<file path="config.mk">
export PLATFORM = sky130hd
export DESIGN_NAME = uart_tx
export DESIGN_NICKNAME = d
export VERILOG_FILES = /design/src/rtl/uart_tx_pkg.sv /design/src/rtl/uart_tx.sv
export SDC_FILE = /design/constraint.sdc
export NUM_CORES = 1
export LEC_CHECK = 0
export BUFFER_PORTS_ARGS = -buffer_cell sky130_fd_sc_hd__buf_2
export CAP_MARGIN = 15
export CORE_UTILIZATION = 30
export CTS_BUF_LIST = sky130_fd_sc_hd__clkbuf_2 sky130_fd_sc_hd__clkbuf_4 sky130_fd_sc_hd__clkbuf_8
export DETAILED_ROUTE_END_ITERATION = 8
export GPL_ROUTABILITY_DRIVEN = 0
export HOLD_SLACK_MARGIN = 0.1
export PLACE_DENSITY_LB_ADDON = 0.25
export SETUP_SLACK_MARGIN = 0.1
export SYNTH_ARGS = -nofsm -noshare
export SYNTH_HDL_FRONTEND = slang
export SYNTH_SLANG_ARGS = --single-unit
</file>
<file path="constraint.sdc">
create_clock -name clk -period 2.3 [get_ports clk]
set_input_delay 0.46 -clock clk [delete_from_list [all_inputs] [get_ports clk]]
set_output_delay 0.46 -clock clk [all_outputs]
set_load 0.1 [all_outputs]
</file>
<file path="src/rtl/uart_tx_pkg.sv">
// uart_tx_pkg: shared definitions for the UART transmitter.
//   - parity-mode constants (PAR_NONE, PAR_EVEN, PAR_ODD)
//   - FSM state encodings (IDLE, SYNC, START, DATA, PARITY, STOP)
//   - parity_bit(): turns the XOR of a payload into the transmitted parity bit
package uart_tx_pkg;

   localparam int unsigned PAR_NONE = 0;
   localparam int unsigned PAR_EVEN = 1;
   localparam int unsigned PAR_ODD  = 2;

   localparam int unsigned STATE_W = 3;

   localparam logic [STATE_W-1:0] S_IDLE   = 3'd0;
   localparam logic [STATE_W-1:0] S_SYNC   = 3'd1;
   localparam logic [STATE_W-1:0] S_START  = 3'd2;
   localparam logic [STATE_W-1:0] S_DATA   = 3'd3;
   localparam logic [STATE_W-1:0] S_PARITY = 3'd4;
   localparam logic [STATE_W-1:0] S_STOP   = 3'd5;

   // Even parity sends the payload XOR; odd parity sends its inverse.
   function automatic logic parity_bit(input int unsigned mode, input logic xor_all);
      return (mode == PAR_ODD) ? ~xor_all : xor_all;
   endfunction

endpackage

</file>
<file path="src/rtl/uart_tx.sv">
// uart_tx: serial transmitter paced by an external bit-rate enable (cke).
// Frame: start(0), DATA_W payload bits LSB first, optional parity, STOP_BITS stop(1).
// Ports:
//   clk    - system clock, rising edge
//   rst_   - synchronous active-low reset
//   cke    - one-cycle bit-rate enable pulse
//   valid  - upstream offers data
//   data   - payload [DATA_W-1:0]
//   ready  - block idle and accepting (registered)
//   tx     - serial line, idle high (registered)
//   busy   - frame in progress, inverse of ready (registered)
//   done   - one-cycle pulse at end of frame (registered)
module uart_tx
   import uart_tx_pkg::*;
#(
   parameter int unsigned DATA_W    = 8,
   parameter int unsigned PARITY    = 0,
   parameter int unsigned STOP_BITS = 1
) (
   input  logic              clk,
   input  logic              rst_,
   input  logic              cke,
   input  logic              valid,
   input  logic [DATA_W-1:0] data,
   output logic              ready,
   output logic              tx,
   output logic              busy,
   output logic              done
);

   localparam int unsigned CNT_W = $clog2(DATA_W);
   localparam logic [CNT_W-1:0] LAST_BIT = CNT_W'(DATA_W - 1);

   // Reject illegal configurations at elaboration.
   if (DATA_W < 5 || DATA_W > 9 || PARITY > PAR_ODD ||
       STOP_BITS < 1 || STOP_BITS > 2) begin : g_param_check
      $fatal(1, "uart_tx: illegal parameter combination");
   end

   logic [STATE_W-1:0] state, state_n;
   logic [DATA_W-1:0]  shift, shift_n;
   logic [CNT_W-1:0]   cnt, cnt_n;
   logic               stop_cnt, stop_cnt_n;
   logic               par, par_n;
   logic               tx_n;
   logic               done_n;

   // State and output registers; tx/done/ready/busy all come straight from flops.
   always_ff @(posedge clk) begin
      if (!rst_) begin
         state    <= S_IDLE;
         shift    <= '0;
         cnt      <= '0;
         stop_cnt <= 1'b0;
         par      <= 1'b0;
         tx       <= 1'b1;
         done     <= 1'b0;
         ready    <= 1'b1;
         busy     <= 1'b0;
      end else begin
         state    <= state_n;
         shift    <= shift_n;
         cnt      <= cnt_n;
         stop_cnt <= stop_cnt_n;
         par      <= par_n;
         tx       <= tx_n;
         done     <= done_n;
         ready    <= (state_n == S_IDLE);
         busy     <= (state_n != S_IDLE);
      end
   end

   // Next-state and next-output logic; every bit transition happens on a cke.
   always_comb begin
      state_n    = state;
      shift_n    = shift;
      cnt_n      = cnt;
      stop_cnt_n = stop_cnt;
      par_n      = par;
      tx_n       = tx;
      done_n     = 1'b0;

      case (state)
         S_IDLE: begin
            tx_n = 1'b1;
            // cke here is ignored so SYNC always waits for a later pulse.
            if (valid) begin
               shift_n = data;
               par_n   = parity_bit(PARITY, ^data);
               state_n = S_SYNC;
            end
         end
         S_SYNC: begin
            if (cke) begin
               tx_n    = 1'b0;
               state_n = S_START;
            end
         end
         S_START: begin
            if (cke) begin
               tx_n    = shift[0];
               cnt_n   = '0;
               state_n = S_DATA;
            end
         end
         S_DATA: begin
            if (cke) begin
               if (cnt == LAST_BIT) begin
                  if (PARITY != PAR_NONE) begin
                     tx_n    = par;
                     state_n = S_PARITY;
                  end else begin
                     tx_n       = 1'b1;
                     stop_cnt_n = 1'b0;
                     state_n    = S_STOP;
                  end
               end else begin
                  // shift[1] becomes shift[0] after this shift, so it is the next bit.
                  shift_n = shift >> 1;
                  tx_n    = shift[1];
                  cnt_n   = cnt + CNT_W'(1);
               end
            end
         end
         S_PARITY: begin
            if (cke) begin
               tx_n       = 1'b1;
               stop_cnt_n = 1'b0;
               state_n    = S_STOP;
            end
         end
         S_STOP: begin
            if (cke) begin
               if (stop_cnt == 1'(STOP_BITS - 1)) begin
                  done_n  = 1'b1;
                  state_n = S_IDLE;
               end else begin
                  stop_cnt_n = stop_cnt + 1'b1;
               end
            end
         end
         default: begin
            tx_n    = 1'b1;
            state_n = S_IDLE;
         end
      endcase
   end

endmodule

</file>
After elaboration in Yosys (flattened, before gate mapping)

Index checks and enable logic that the tools add are counted.

Add/subtract/negate cells: 2
$mul: 0
Divide/modulo/power cells: 0
Magnitude comparators: 0
Equality and inequality tests: 14
Shifts and indexed selects: 0
Muxes and demuxes: 29
Bitwise gates (word level): 1
Reduce and logical (&&, ||, !) cells: 11

Operators by type and width:

| cell                                                                   | count |
|---|---|
| 3-bit two-way mux                                                      | 11 |
| 8-bit two-way mux                                                      | 3 |
| 3-bit case mux with 6 select lines                                     | 1 |
| 2-bit != test (second input constant)                                  | 8 |
| 8-bit case mux with 2 select lines                                     | 1 |
| 1-bit two-way mux                                                      | 10 |
| 5-bit AND reduction                                                    | 2 |
| 3-bit equality test (second input constant)                            | 3 |
| 4-bit AND reduction                                                    | 2 |
| 3-bit by 2-bit equality test with 1-bit output (second input constant) | 2 |
| 3-bit logical NOT                                                      | 2 |
| 3-bit case mux with 2 select lines                                     | 1 |
| 3-bit nonzero test                                                     | 2 |
| 1-bit case mux with 5 select lines                                     | 1 |
| 2-bit nonzero test                                                     | 2 |
| 3-bit by 1-bit adder with 3-bit output (second input constant)         | 1 |
| 3-bit by 1-bit equality test with 1-bit output (second input constant) | 1 |
| 1-bit case mux with 3 select lines                                     | 1 |
| 3-bit AND reduction                                                    | 1 |
| 1-bit adder (second input constant)                                    | 1 |
| 1-bit NOT                                                              | 1 |

Register bits: 19
Latch bits: 0
Bits in writable memories: 0
Memory bits (read-only): 0
Input port bits: 12
Output and inout bits: 4
Word-level logic and storage cells: 65
Memories kept: 0

Depth between registers and ports, before layout

Gate-level depths: netlist of the first run.

Depth after elaboration: 5
Mapped depth: 6

Worst setup path before layout of the first run

No wires, ideal clock.

Kind: register -> register
From: register cnt[0]
To: register shift[0]
Library setup time: 86 ps
Arrival time: 1561 ps
Data required time: 2214 ps
Slack: 653 ps
Cell stages (with the launch flop): 7
Cell sequence: dfxtp_1 -> ha_1 -> ha_1 -> nand4b_1 -> or2_1 -> buf_2 -> a221oi_2

Cells in the longest elaborated chain, start to end: 3

Ends and longest elaborated chain:

| item                                 | RTL line       | text |
|---|---|---|
| start, declared                      | uart_tx.sv:42  | `logic [CNT_W-1:0] cnt, cnt_n;` |
| start signal, assigned               | uart_tx.sv:63  | `cnt <= cnt_n;` |
| 3-bit equality test                  | uart_tx.sv:108 | `if (cnt == LAST_BIT) begin` |
| 2-bit != test (no source line)       | -              |  |
| 4-bit AND reduction (no source line) | -              |  |
| end signal, assigned                 | uart_tx.sv:62  | `shift <= shift_n;` |
| end, declared                        | uart_tx.sv:41  | `logic [DATA_W-1:0] shift, shift_n;` |

No other way between the ends.
A chain may end at the register's enable or synchronous reset.

Worst setup path after layout of the first run

Ends and elaborated chain as after synthesis.

==> results of run 1 <==
==> state kept, by name (all words and copies together) (netlist names) <==
register and count:
done 1, tx 1, busy 1, shift 8, state 3, ready 1
cnt 3
==> cell families after synthesis <==
| logic type | count (synthesis) |
|---|---|
| compound gates | 24 |
| simple gates | 38 |
| mux | 7 |
| flops | 18 |
| buf+inv | 10 |
| fa+ha+maj | 2 |
==> placed cells by master, fill, tap and decap left out, types with 3 or more instances in the layout <==
cell and instances:
o21ai_0 5, nand2_1 4, clkbuf_4 3, nor2_1 9, dfxtp_1 18, buf_2 15
mux2i_1 7, a21oi_1 6, a221oi_2 7, nor2b_1 3
==> cell type report <==
class / instances / area, µm²
Multi-Input combinational cell: 71 / 546
Fill cell: 316 / 1940
Clock buffer: 4 / 36.3
Timing Repair Buffer: 16 / 82.6
Inverter: 2 / 7.51
Tap cell: 44 / 55.1
Sequential cell: 18 / 360
==> report_power, final <==
part	switching (mW)	leakage (nW)	internal [mW]
logic	0.0813	0.283	0.0477
clock network	0.105	0.0210	0.0965
registers	0.0207	0.148	0.333
total	0.207	0.452	0.477
==> final timing paths <==
kind	from	endpoint	slack, ps	cells after the start
worst max-delay path	cnt[0]	shift[0]	470	5
worst min-delay path	rst_	ready	390	2
worst max register to register	cnt[0]	shift[0]	470	5
worst min register to register	shift[7]	shift[7]	500	2
==> metal layers <==
layer  vias up  track usage  wire, µm
met5         -            0         0
met4         0       0.0714        23
met3         2       0.0264        60
met2         7        0.187       862
met1       358        0.185       970
li1        399            -         -
==> worst reg2reg max path, cell delays in order (launching register included) <==
cell and delay (ps):
dfxtp_1 340, ha_1 200, ha_1 220, nand4b_1 280, or2_1 430, a221oi_2 280
==> stage by stage <==
stage	hold WS, ps	std cells	instance area (µm²)	utilization	power, mW
2_1_floorplan	448	99	956	-	0.462
3_3_place_gp	471	151	1050	0.347	0.489
3_5_place_dp	479	151	1050	0.347	0.490
4_1_cts	384	155	1090	0.359	0.691
5_1_grt	394	155	1090	0.359	0.719
6_report	388	155	1090	0.359	0.685
==> cells in the mapped netlist <==
cell / count
dfxtp_1: 18
nor2_1: 9
a221oi_2: 7
mux2i_1: 7
a21oi_1: 6
o21ai_0: 5
buf_2: 4
nand2_1: 4
nor2b_1: 3
clkbuf_1: 2
ha_1: 2
inv_1: 2
nand2b_1: 2
nand3_1: 2
nand3b_1: 2
nand4_1: 2
or3b_1: 2
or4b_1: 2
a21oi_4: 1
a22oi_1: 1
and2_1: 1
and3_1: 1
and4_1: 1
buf_1: 1
buf_6: 1
nand4b_1: 1
nor3_1: 1
nor4_1: 1
nor4b_2: 1
o2111ai_1: 1
o21bai_1: 1
o311a_1: 1
o32ai_1: 1
or2_1: 1
or3_1: 1
or4_1: 1
==> results.json, run 1 <==
{
  "status": "completed",
  "critical_path.top_delay_family": "simple AND/OR/NAND/NOR gates",
  "antenna_found_initial": 0,
  "htreeDepth": 1,
  "cp_common_cell": "ha_1",
  "grtUsageTotal": 0.131,
  "cts_tree": "done",
  "hold_violations": 0,
  "ir_worst_vdd_mv": 0.230,
  "clock_skew_ps": 11.1,
  "fmax_mhz": 547,
  "finish.net_count": 126,
  "grt_max_degree": 19,
  "synth-seq-cells": 18,
  "dp_hpwl_um": 1320,
  "core-area_um2": 3030,
  "path_cells": "ha_1 -> ha_1 -> nand4b_1 -> or2_1 -> a221oi_2",
  "first_iter_violations": 14,
  "drive_gt1_frac": 0.261,
  "slowest_delay_ps": 430,
  "layout_worst_path_cycle_share": 0.795,
  "startpoint_type": "register",
  "via_count": 766,
  "synthSimpleGateAreaFrac": 0.242,
  "worst_slack_ps": 471,
  "synth-compound-area-share": 0.229,
  "synth_area_per_cell_um2": 9.66,
  "setup_viol_count_final": 0,
  "ioPinCount": 16,
  "portBuffers": 15,
  "relSlewSlack": 0.571,
  "clk_path_buf_depth": 2,
  "syn_nets": 113,
  "rsz0062_at_grt": "no",
  "synthXorXnorAreaFrac": 0,
  "drc": 0,
  "finalCriticalPeriod_ps": 1830,
  "grt_pass1_wl_um": 3390,
  "critPathSlowestCell": "or2_1",
  "muxShareOfSynthArea": 0.0733,
  "synth_top_family_by_area": "simple AND/OR/NAND/NOR gates",
  "rows": 20,
  "grt_overflow_total": 0,
  "synth-adder-area-share": 0.0262,
  "start_util": 0.316,
  "hold_class": "input port to register",
  "worst-setup-path-type": "register to register",
  "drv_cap": 0,
  "vias_per_cell": 4.94,
  "cellPowerDensity_nw_per_um2": 630,
  "path_clk_slew_ps": 120,
  "ctsHoldBuffers": 0,
  "antenna-diode-count": 0,
  "worst_pin_slew_ps": 641,
  "die_x_um": 58.5,
  "wire_per_inst_um": 12.4,
  "area.growth.synth_to_final_pct": 13.7,
  "cp-end-kind": "register",
  "timing.setup.tns_ps": 0,
  "die-area_um2": 3420,
  "worstPathRequired_ps": 2510,
  "crit_fanout": 7,
  "yosysSeqAreaShare": 0.377,
  "numCtsBuffers": 3,
  "dr.pass1.iters": 4,
  "cts_resized": 0,
  "p_leak_nw": 0.452,
  "synth_top_area_share": 0.377,
  "worstSkewPairLatency_ps": 300,
  "postRouteAntennaNets": 0,
  "synth_warnings": 0,
  "pre_cts_slack_ps": 499,
  "synthTopCellsByArea": "dfxtp_1, a221oi_2, mux2i_1",
  "fp.dieH_um": 58.5,
  "netlist_area_um2": 956,
  "cts_sinks": 18,
  "slew_viol_final": 0,
  "first_global_vias": 748,
  "cp_num_buf_inv": 0,
  "ys_types": 36,
  "postCtsSetupBuffers": 0,
  "postSynthCellCount": 99,
  "wirelength_um": 1920,
  "synth_top_area_cell": "dfxtp_1",
  "cp.arrival_ps": 2040,
  "cts-root-buf": "clkbuf_4"
}
No activity file was read; power rests on OpenSTA's default activity.
==> run 2, diff against run 1 <==
Settings changed: ABC_AREA set to 1.
Clock period 2.3 ns to 1.9 ns, I/O delays scaled along.
==> run 2 against run 1 <==
Hold slack lost 60 ps; largest cell class unchanged; sequential power grew 23%; synthesized cell count grew 36%; critical path type unchanged; highest routed layer unchanged; power grew 27%; setup slack lost 91 ps.
==> results.json, run 2 <==
{
  "drv_cap": 0,
  "netlist_top_cells_count": "nand2_1, dfxtp_1, a21oi_1",
  "setup_viol_count_final": 0,
  "hold_violations": 0,
  "mostFrequentLayoutCells": "nand2_1, dfxtp_1, a21oi_1, buf_2, nand3_1",
  "ctsHoldBuffers": 0,
  "fp.dieH_um": 57.6,
  "min-delay-start": "rst_",
  "synth_warnings": 0,
  "fill_cells": 319,
  "ys_types": 19,
  "cts_tree": "done",
  "core-area_um2": 2830,
  "synth-edff-count": 0,
  "synth-seq-cells": 18,
  "p_clk_frac": 0.216,
  "top_register": "shift",
  "rsz0062_at_grt": "no",
  "dr.pass1.iters": 4,
  "start_util": 0.327,
  "dp_hpwl_um": 1420,
  "wirelength_um": 1930,
  "finish.net_count": 165,
  "status": "completed",
  "first_global_vias": 762,
  "portBuffers": 15,
  "hold_class": "input port to register",
  "worst-setup-path-type": "register to register",
  "die-area_um2": 3310,
  "cellPowerDensity_nw_per_um2": 845,
  "p_int_mw": 0.550,
  "antenna-diode-count": 0,
  "p_leak_nw": 0.481,
  "cp-end-kind": "register",
  "drc": 0,
  "path_clk_slew_ps": 100,
  "timing.rr.start": "state[1]",
  "wire_per_inst_um": 10.7,
  "drive_gt1_frac": 0.168,
  "largest_reg_flops": 8,
  "slew_viol_final": 0,
  "crit_fanout": 8,
  "finalCriticalPeriod_ps": 1520,
  "clock_skew_ps": 3.19,
  "layout_worst_path_cycle_share": 0.800,
  "timing.setup.tns_ps": 0,
  "grtUsageTotal": 0.132,
  "yosysSeqAreaShare": 0.389,
  "mostFrequentLayoutCell": "nand2_1",
  "die_x_um": 57.6,
  "synth.most_common_cell": "nand2_1",
  "synth_area_per_cell_um2": 6.86,
  "whs_ps": 328,
  "fmax_mhz": 658,
  "dpl.cell_count": 177,
  "clk_path_buf_depth": 2,
  "ioPinCount": 16,
  "postRouteAntennaNets": 0,
  "antenna_found_initial": 0,
  "relSlewSlack": 0.679,
  "synth_top_area_cell": "dfxtp_1",
  "grt_overflow_total": 0,
  "grt_pass1_wl_um": 3350,
  "numCtsBuffers": 3,
  "syn_nets": 149,
  "grt_max_degree": 13,
  "cts_resized": 0,
  "pre_cts_slack_ps": 402,
  "postSynthCellCount": 135,
  "layout.cells.non_filler": 180,
  "startpoint_type": "register",
  "yosys_most_used_dff": "dfxtp_1",
  "area.growth.synth_to_final_pct": 11.4,
  "netlist_area_um2": 926,
  "cts-root-buf": "clkbuf_4",
  "rows": 19,
  "switchingPower_mw": 0.322,
  "critPathLaunch": "state[1]",
  "postCtsSetupBuffers": 0,
  "seq_power_share": 0.499,
  "worst_slack_ps": 380,
  "worst_pin_slew_ps": 484,
  "reg_top3": "shift: 8 flops, cnt: 3 flops, state: 3 flops",
  "worstSkewPairLatency_ps": 290,
  "vias_per_cell": 4.92,
  "ir_worst_vdd_mv": 0.238,
  "cts_sinks": 18,
  "worstPathRequired_ps": 2070,
  "synth_top_area_share": 0.389,
  "htreeDepth": 1,
  "cp.arrival_ps": 1690,
  "power.share.combinational": 0.286,
  "synthTopCellsByArea": "dfxtp_1, nand2_1, a21oi_1",
  "swShare": 0.369,
  "via_count": 886,
  "async_reset_ff_frac": 0,
  "first_iter_violations": 20
}
==> run 2: cell types whose count changed after synthesis, moves of 3 or more <==
cell      change
nand2_1      +43
nor2b_1       -3
buf_2         -3
inv_1         +5
mux2i_1       -7
nand3_1      +12
buf_4         +3
a21oi_1      +11
a221oi_2      -7
==> run 2: layout make-up <==
class | instances | area, µm² | share of cell area
sequential | 18 | 360 | 0.350
timing repair buffer | 16 | 82.6 | 0.0801
multi-input combinational | 104 | 497 | 0.482
clock buffer | 3 | 22.5 | 0.0218
inverter | 8 | 30.0 | 0.0291
tap | 31 | 38.8 | 0.0376
==> run 2: layer usage <==
layer	global-route usage	wire length [µm]
met5	0	0
met4	0.0732	36
met3	0.0204	79
met2	0.186	855
met1	0.191	959
==> run 2: worst paths after layout <==
check / endpoint / slack (ps) / cells after the start
worst max-delay path: cnt[2] / 380 / 7
worst min-delay path: ready / 330 / 2
worst min register to register: shift[2] / 470 / 2
worst max register to register: cnt[2] / 380 / 7
==> run 2: power by group through the flow <==
stage	registers, mW	clock network (mW)	logic, mW
after global routing	0.441	0.223	0.275
after global placement	0.444	0	0.250
final	0.435	0.188	0.249
after floorplan	0.515	0	0.133
after detailed placement	0.443	0	0.249
after CTS	0.435	0.203	0.250
==> run 2: logic make-up (layout without fill, tap and decap cells) <==
logic type / Yosys count / after routing / share of synthesized area
compound gates: 23 / 23 / 0.124
fa+ha+maj: 2 / 2 / 0.0270
buf+inv: 13 / 27 / 0.0743
flops: 18 / 18 / 0.389
simple gates: 79 / 79 / 0.385
==> run 2: critical path, cell delays in order (launching register included) <==
cell and delay, ps:
dfxtp_1 480, nand2_1 100, nor2_2 240, nand2_1 130
nand2_1 200, nand2_1 130, nand2_1 80, a21oi_1 60
==> run 2: metrics by stage <==
stage | cell area [µm²] | total power, mW | util
2_1_floorplan | 926 | 0.648 | -
5_1_grt | 1030 | 0.938 | 0.364
3_3_place_gp | 1010 | 0.694 | 0.356
4_1_cts | 1030 | 0.887 | 0.364
6_report | 1030 | 0.872 | 0.364
3_5_place_dp | 1010 | 0.692 | 0.356
==> run 3, diff against run 2 <==
Clock period 1.9 ns to 1.2 ns, I/O delays scaled along.
==> run 3 against run 2 <==
Fmax is 17% higher; critical path type unchanged; critical endpoint is now shift[7]; sequential power grew 64%; largest cell class unchanged; the run now ends with DRC, setup timing left; cell area grew 41%; sequential cell count is the same; die area stayed put; clock skew rose by 4.1 ps.
==> results.json, run 3 (same netlist as run 2, synthesis figures left out) <==
{
  "clock_skew_ps": 7.33,
  "cts-root-buf": "clkbuf_4",
  "path_clk_slew_ps": 110,
  "postLayoutCoreUtil": 0.514,
  "path_cells": "ha_4 -> ha_4 -> inv_4 -> nand2_8 -> nand2_8 -> nand2_8 -> nand2_1 -> a21oi_2",
  "worstPathRequired_ps": 1380,
  "status": "finished, violations left",
  "seq_power_share": 0.419,
  "antenna-diode-count": 0,
  "hold_class": "input port to register",
  "p_int_mw": 1.07,
  "finalCriticalPeriod_ps": 1300,
  "r2r_end": "shift[7]",
  "area.growth.synth_to_final_pct": 57.0,
  "numCtsBuffers": 3,
  "switchingPower_mw": 0.629,
  "antenna_found_initial": 0,
  "grt_pass1_wl_um": 3910,
  "cp-end-kind": "register",
  "core-area_um2": 2830,
  "start_util": 0.327,
  "rsz0062_at_grt": "yes",
  "p_clk_frac": 0.230,
  "timing.rr.start": "cnt[0]",
  "crit_fanout": 8,
  "cts_tree": "done",
  "fin_area_um2": 1450,
  "slew_viol_final": 0,
  "startpoint_type": "register",
  "drv_cap": 0,
  "portBuffers": 15,
  "violations": "DRC, setup timing",
  "swShare": 0.370,
  "cellPowerDensity_nw_per_um2": 1170,
  "whs_ps": 166,
  "mostFrequentLayoutCells": "nand2_1, buf_4, nand3_1, buf_2",
  "wirelength_um": 2470,
  "fill_cells": 274,
  "p_leak_nw": 0.636,
  "cp.arrival_ps": 1480,
  "fmax_mhz": 769,
  "power.share.combinational": 0.351,
  "multi_input_area_um2": 694,
  "worst-setup-path-type": "register to register",
  "grtUsageTotal": 0.158,
  "first_global_vias": 855,
  "grt_overflow_total": 0,
  "reg_top3": "shift: 8 flops, cnt: 3 flops, state: 3 flops",
  "ir_worst_vdd_mv": 0.582,
  "mostFrequentLayoutCell": "nand2_1",
  "setup_viol_count_final": 15,
  "hold_violations": 0,
  "drive_gt1_frac": 0.479,
  "worstRegToRegCells": 8,
  "min-delay-start": "rst_",
  "ff_latch_area_um2": 377,
  "die-area_um2": 3310,
  "worst_slack_ps": -100,
  "top_register": "shift",
  "critPathSlowestCell": "dfxtp_2",
  "vias_per_cell": 4.93,
  "die_x_um": 57.6,
  "worstSkewPairLatency_ps": 310,
  "cts_sinks": 18,
  "fp.dieH_um": 57.6,
  "first_iter_violations": 23,
  "dp_hpwl_um": 1610,
  "slowest_delay_ps": 350,
  "finish.net_count": 182,
  "timing.setup.tns_ps": -1080,
  "drc": 1,
  "worst_pin_slew_ps": 499,
  "r2r_setup_slack_ps": -100,
  "dr.pass1.iters": 6,
  "ioPinCount": 16,
  "hold_end": "ready",
  "via_count": 976,
  "hold_depth": 2,
  "clk_path_buf_depth": 2,
  "place_area_um2": 1250,
  "layout_worst_path_cycle_share": 1.08,
  "rows": 19,
  "grt_max_degree": 13,
  "cp_common_cell": "nand2_8",
  "largest_reg_flops": 8,
  "relSlewSlack": 0.667,
  "htreeDepth": 1,
  "pre_cts_slack_ps": -93.1,
  "postRouteAntennaNets": 0,
  "wire_per_inst_um": 12.5
}
run 3: cell types whose count changed in the layout (fill, tap and decap cells not counted), sizes merged:
cell,before,now
clkbuf,3,4
nand2,50,52
buf,16,31
run 3: power by group through the flow:
| stage | logic (mW) | clock network (mW) | registers, mW |
|---|---|---|---|
| finish | 0.597 | 0.391 | 0.713 |
| floorplan | 0.233 | 0 | 0.824 |
| global route | 0.638 | 0.427 | 0.719 |
| CTS | 0.550 | 0.410 | 0.711 |
| global placement | 0.501 | 0 | 0.720 |
| detailed placement | 0.500 | 0 | 0.720 |
run 3: how the worst max path moves through the flow:
| stage | from | endpoint | slack [ps] |
|---|---|---|---|
| 2_1_floorplan | cnt[0] | shift[0] | -8 |
| 3_3_place_gp | state[2] | busy | -110 |
| 3_5_place_dp | cnt[1] | shift[0] | -90 |
| 4_1_cts | state[0] | shift[4] | -70 |
| 5_1_grt | state[0] | shift[6] | -170 |
| 6_report | cnt[0] | shift[7] | -100 |
run 3: area by class of cell:
type                       instances  share of cell area
tap                               31              0.0267
timing repair buffer              31               0.189
inverter                           8              0.0224
multi-input combinational        106               0.478
sequential                        18               0.259
clock buffer                       4              0.0250
run 3: through the flow:
stage               total power [mW]  std cells
floorplan                       1.06        135
global placement                1.22        190
detailed placement              1.22        190
CTS                             1.67        196
global route                    1.78        198
finish                          1.70        198
run 3: routing by layer:
metal,global-route usage,vias to the layer above,share of wire
li1,-,509,-
met1,0.177,449,0.44
met2,0.281,16,0.51
met3,0.0431,2,0.039
met4,0.0627,0,0.012
met5,0,-,0
run 3: repair_timing:
item                                    in CTS  in global routing
pin swaps                                    5                  4
resized for setup                           15                 18
buffers inserted                             0                  2
gates cloned                                 2                  0
endpoints found under the setup margin      17                 20
hold buffers                                 0                  0
run 3: critical path: cells and delay by family (launching register included):
family                     cells  cell delay, ps
AOI/OAI and AO/OA              1              50
and+or+nand+nor                4             360
buffers and inverters          1              80
adders and majority gates      2             320
DFF                            1             350
